### src/rtl/wallace_mac_accumulator.sv
// Dot-product accumulator behind the pipelined Wallace multiplier, with a 2-entry result FIFO.
// Optional MAC_ACC_SAT_EN: the group sum saturates at all-ones instead of wrapping.
module wallace_mac_accumulator #(
  parameter int unsigned LATENCY = 4,
  parameter int unsigned PROD_W  = 32,
  parameter int unsigned ACC_W   = 40,
  parameter int unsigned CNT_W   = 8
) (
  input  logic              clk,
  input  logic              rst,
  input  logic              issue_valid,
  input  logic              issue_last,
  input  logic [PROD_W-1:0] product,
  output logic              out_valid,
  input  logic              out_ready,
  output logic [ACC_W-1:0]  out_data,
  output logic [CNT_W-1:0]  out_count,
  output logic              busy,
  output logic              overflow_err
);

  logic [LATENCY-1:0] dl_v;
  logic [LATENCY-1:0] dl_l;
  logic               tap_v;
  logic               tap_l;

  logic [ACC_W-1:0]   acc;
  logic [CNT_W-1:0]   count;
  logic [ACC_W-1:0]   sum;
  logic [CNT_W-1:0]   cnt;

  logic [ACC_W-1:0]   mem_data [2];
  logic [CNT_W-1:0]   mem_cnt  [2];
  logic               rd_ptr;
  logic               wr_ptr;
  logic [1:0]         fill;
  logic               push;
  logic               pop;
  logic               full;
  logic               push_ok;

  // Tag delay line; 'last' is stored pre-qualified by 'valid'.
  always_ff @(posedge clk or posedge rst) begin
    if (rst) begin
      dl_v <= '0;
      dl_l <= '0;
    end else begin
      dl_v[0] <= issue_valid;
      dl_l[0] <= issue_valid & issue_last;
      for (int unsigned i = 1; i < LATENCY; i++) begin
        dl_v[i] <= dl_v[i-1];
        dl_l[i] <= dl_l[i-1];
      end
    end
  end

  assign tap_v = dl_v[LATENCY-1];
  assign tap_l = dl_l[LATENCY-1];

`ifdef MAC_ACC_SAT_EN
  logic [ACC_W:0] sum_ext;
  // An all-ones accumulator carries out on any nonzero addend, so saturation sticks.
  always_comb begin
    sum_ext = {1'b0, acc} + {1'b0, ACC_W'(product)};
    sum     = sum_ext[ACC_W] ? '1 : sum_ext[ACC_W-1:0];
  end
`else
  always_comb begin
    sum = acc + ACC_W'(product);
  end
`endif

  assign cnt = count + CNT_W'(1);

  always_ff @(posedge clk or posedge rst) begin
    if (rst) begin
      acc   <= '0;
      count <= '0;
    end else if (tap_v) begin
      if (tap_l) begin
        acc   <= '0;
        count <= '0;
      end else begin
        acc   <= sum;
        count <= cnt;
      end
    end
  end

  assign push    = tap_v & tap_l;
  assign pop     = out_valid & out_ready;
  assign full    = (fill == 2'd2);
  assign push_ok = push & (~full | pop);

  // When full, wr_ptr == rd_ptr: a same-cycle pop frees the very slot being written.
  always_ff @(posedge clk or posedge rst) begin
    if (rst) begin
      mem_data[0]  <= '0;
      mem_data[1]  <= '0;
      mem_cnt[0]   <= '0;
      mem_cnt[1]   <= '0;
      rd_ptr       <= 1'b0;
      wr_ptr       <= 1'b0;
      fill         <= 2'd0;
      overflow_err <= 1'b0;
    end else begin
      if (push_ok) begin
        mem_data[wr_ptr] <= sum;
        mem_cnt[wr_ptr]  <= cnt;
        wr_ptr           <= ~wr_ptr;
      end
      if (pop) begin
        rd_ptr <= ~rd_ptr;
      end
      unique case ({push_ok, pop})
        2'b10:   fill <= fill + 2'd1;
        2'b01:   fill <= fill - 2'd1;
        default: fill <= fill;
      endcase
      if (push & ~push_ok) begin
        overflow_err <= 1'b1;
      end
    end
  end

  assign out_valid = (fill != 2'd0);
  assign out_data  = mem_data[rd_ptr];
  assign out_count = mem_cnt[rd_ptr];
  assign busy      = (|dl_v) | (count != '0);

endmodule

### config.mk
export PLATFORM = sky130hd
export DESIGN_NAME = wallace_mac_accumulator
export DESIGN_NICKNAME = d
export VERILOG_FILES = /design/src/rtl/wallace_mac_accumulator.sv
export SDC_FILE = /design/constraint.sdc
export NUM_CORES = 1
export LEC_CHECK = 0
export CORE_MARGIN = 4
export CORE_UTILIZATION = 56
export CTS_CLUSTER_DIAMETER = 60
export DETAILED_ROUTE_END_ITERATION = 16
export GPL_TIMING_DRIVEN = 0
export PLACE_DENSITY = 0.79
export SETUP_SLACK_MARGIN = 0.15
export SLEW_MARGIN = 20
export SYNTH_ARGS = -nofsm -noshare
export SYNTH_HDL_FRONTEND = slang
export SYNTH_SLANG_ARGS = --single-unit
### constraint.sdc
create_clock -name clk -period 9.6 [get_ports clk]
set_input_delay 2.4 -clock clk [delete_from_list [all_inputs] [get_ports clk]]
set_output_delay 2.4 -clock clk [all_outputs]
set_load 0.01 [all_outputs]
==> results.json <==
{
  "status": "finished clean",
  "most-common-layout-cells": "dfrtp_1, nand2_1, o21ai_0",
  "synthSimpleGateAreaFrac_pct": 13.43,
  "synth_top_area_share_pct": 46.38,
  "setup_violations": 0,
  "crit_top_cell": "buf_1",
  "startpoint_type": "flip-flop",
  "postSynthAreaPerCell_um2": 9.793,
  "synth_nets": 938,
  "routedWlPerCell_um": 18.15,
  "fillers": 1142,
  "fin_cells": 1169,
  "slew_viol_final": 0,
  "antenna_found_initial": 0,
  "crit_type": "reg -> out",
  "die_width_um": 131.0,
  "cts_hold_buf": 0,
  "synth_seq_cells": 157,
  "drc_errors": 0,
  "post-cts-setup-buffers": 0,
  "netlist_instances": 865,
  "timing.final.crit_share_pct": 56.13,
  "final_common_cell": "dfrtp_1",
  "cp_cell_sequence": "buf_1 > buf_1 > mux2_2 > clkdlybuf4s50_1",
  "synth_top_family_by_area": "compound AO/OA/AOI/OAI gates",
  "cts_tree": "done",
  "slowest_delay_ns": 0.66,
  "min_from": "dl_l[0]$_DFF_PP0_",
  "cap_viol_max_count": 0,
  "routed_wl_um": 21220,
  "dp_cells": 1137,
  "synth_ff_type": "dfrtp_1",
  "htreeDepth": 4,
  "clk_pin_slew_worst_paths_ns": 0.06,
  "period_minus_slack_ns": 5.388,
  "whs_ns": 0.3481,
  "tightest_slew_ns": 0.7735,
  "nets": 1045,
  "setup_ws_ns": 4.212,
  "r2r_end": "mem_data[36]$_DFFE_PP0P_",
  "drtPass1Iterations": 5,
  "rows": 44,
  "rsz0062_at_grt": "false",
  "numCtsBuffers": 17,
  "final_antenna_net_count": 0,
  "clockRootBuffer": "clkbuf_16",
  "reg2reg_depth": 11,
  "synthMuxAreaShare_pct": 8.154,
  "ys_warn_count": 0,
  "irDropWorstVdd_mv": 0.1782,
  "area_growth_pct": 20.80,
  "max_freq_mhz": 185.6,
  "setup.worst_path.end_class": "output port",
  "clock_skew_ns": 0.005913,
  "place_ws_ns": 4.075,
  "worst_r2r_startpoint": "acc[0]$_DFFE_PP0P_",
  "p_per_area_mw_per_mm2": 345.7,
  "syn_area_mm2": 0.008471,
  "synthXorXnorAreaFrac_pct": 4.446,
  "grt_pass1_vias": 6974,
  "power_mw": 3.538,
  "grt_use_total_pct": 25.97,
  "min_path_cells": 0,
  "p_leak_nw": 4.489,
  "cts_resized": 0,
  "hpwl_um": 15010,
  "reg2reg_setup_slack_ns": 6.55,
  "cp_slowest_cell": "buf_1",
  "fp.dieH_um": 131.0,
  "crit_path_max_fanout": 10,
  "clk-insertion-delay-late_ns": 0.43,
  "grt_pass1_wl_um": 34950,
  "clock-sinks": 157,
  "synth_area_leader_cell": "dfrtp_1",
  "drtIter0Drc": 705,
  "grt_max_degree": 105,
  "gp_congestion": 0.9196,
  "dieArea_mm2": 0.01716,
  "start_util_pct": 57.63,
  "synth-edff-count": 0,
  "crit_arrival_ns": 2.99,
  "synth_compound_area_share_pct": 19.10,
  "slew_headroom_pct": 48.44,
  "core_mm2": 0.01470,
  "io_pins": 88,
  "num_vias": 7010,
  "max-clock-path-buffers": 2,
  "io_buffer_count": 87,
  "required_ns": 7.20,
  "async_flop_share_pct": 100.0,
  "grt_overflow": 0,
  "whs_endpoint": "dl_l[1]$_DFF_PP0_",
  "synthAdderAreaFrac_pct": 5.406,
  "synthTopCellsByArea": "dfrtp_1, mux2_2, nand2_1",
  "drive_gt1_share_pct": 12.08,
  "ys_types": 72,
  "diodes": 0,
  "hold_violations": 0,
  "ys_seq_area_share_pct": 46.38,
  "hold_path.class": "reg -> reg",
  "setup-tns-final_ns": 0,
  "viasPerCell": 5.997
}
-- Yosys cell counts (all sizes together) (2+ instances only) --
| cell | n |
|---|---|
| a211o | 2 |
| a211oi | 4 |
| a21boi | 2 |
| a21o | 14 |
| a21oi | 37 |
| a221o | 4 |
| a22o | 2 |
| a22oi | 3 |
| a311oi | 2 |
| a31o | 8 |
| a31oi | 9 |
| and2 | 8 |
| and3 | 6 |
| buf | 7 |
| clkbuf | 39 |
| dfrtp | 157 |
| ha | 35 |
| inv | 19 |
| mux2 | 56 |
| mux2i | 6 |
| nand2 | 140 |
| nand2b | 2 |
| nand3 | 12 |
| nand4 | 6 |
| nor2 | 42 |
| nor2b | 7 |
| nor3 | 7 |
| nor3b | 5 |
| nor4 | 3 |
| o211ai | 3 |
| o21a | 5 |
| o21ai | 103 |
| o21bai | 3 |
| o22ai | 5 |
| o2bb2ai | 30 |
| o311ai | 2 |
| o31ai | 3 |
| or2 | 4 |
| or3 | 7 |
| xnor2 | 27 |
| xor2 | 16 |
-- worst max path at each step --
stage / startpoint / end / slack, ns / cells after the start
floorplan: rst / acc[0]$_DFFE_PP0P_ / 2.97 / 1
global placement: rst / acc[3]$_DFFE_PP0P_ / 0.99 / 2
detailed placement: product[0] / mem_data[36]$_DFFE_PP0P_ / 4.07 / 12
CTS: rd_ptr$_DFFE_PP0P_ / out_data[30] / 4.24 / 4
global route: rd_ptr$_DFFE_PP0P_ / out_data[31] / 4.18 / 4
finish: rd_ptr$_DFFE_PP0P_ / out_data[31] / 4.21 / 4
-- report_power, final --
group,internal (mW),switching [mW]
clock,0.432,0.276
sequential,0.941,0.163
combinational,0.823,0.902
-- state kept, by name (all words and copies together) (netlist names) --
register,flops
mem_data,80
acc,40
mem_cnt,16
count,8
dl_l,4
dl_v,4
fill,2
overflow_err,1
rd_ptr,1
wr_ptr,1
-- cells by family (layout without fill, tap and decap cells) --
logic type / after synthesis / in the layout
AND/OR/NAND/NOR: 253 / 253
XOR/XNOR: 43 / 43
multiplexers: 62 / 62
flip-flops: 157 / 157
AO/OA/AOI/OAI: 247 / 247
adder cells (fa/ha/maj): 36 / 36
buffers and inverters: 67 / 187
-- through the flow --
stage	area (um^2)	utilization, %
2_1_floorplan	8471	-
3_3_place_gp	9572	65.12
3_5_place_dp	9607	65.36
4_1_cts	10230	69.61
5_1_grt	10230	69.61
6_report	10230	69.61
-- critical path: cells and delay by family, from the launching register on --
family   cells  cell delay [ns]
buf+inv      3             1.68
mux          1             0.45
flops        1             0.44
-- final cells by class --
cell class	count	area, um^2	area share (%)
multi-input cells	641	4280	41.83
well taps	184	230.2	2.250
flip-flops and latches	157	3929	38.40
clock inverters	12	158.9	1.553
plain buffers	47	186.4	1.822
inverters	20	82.58	0.8070
clock buffers	20	466.7	4.561
repair buffers	88	898.4	8.780
-- metal layers --
| layer | global-route usage (%) | wire, um | vias to the layer above |
|---|---|---|---|
| met5 | 0 | 0 | - |
| met4 | 9.982 | 606 | 0 |
| met1 | 35.70 | 9435 | 3411 |
| met2 | 41.37 | 9872 | 253 |
| li1 | - | - | 3298 |
| met3 | 4.472 | 1308 | 48 |
No activity file was read; power rests on OpenSTA's default activity.
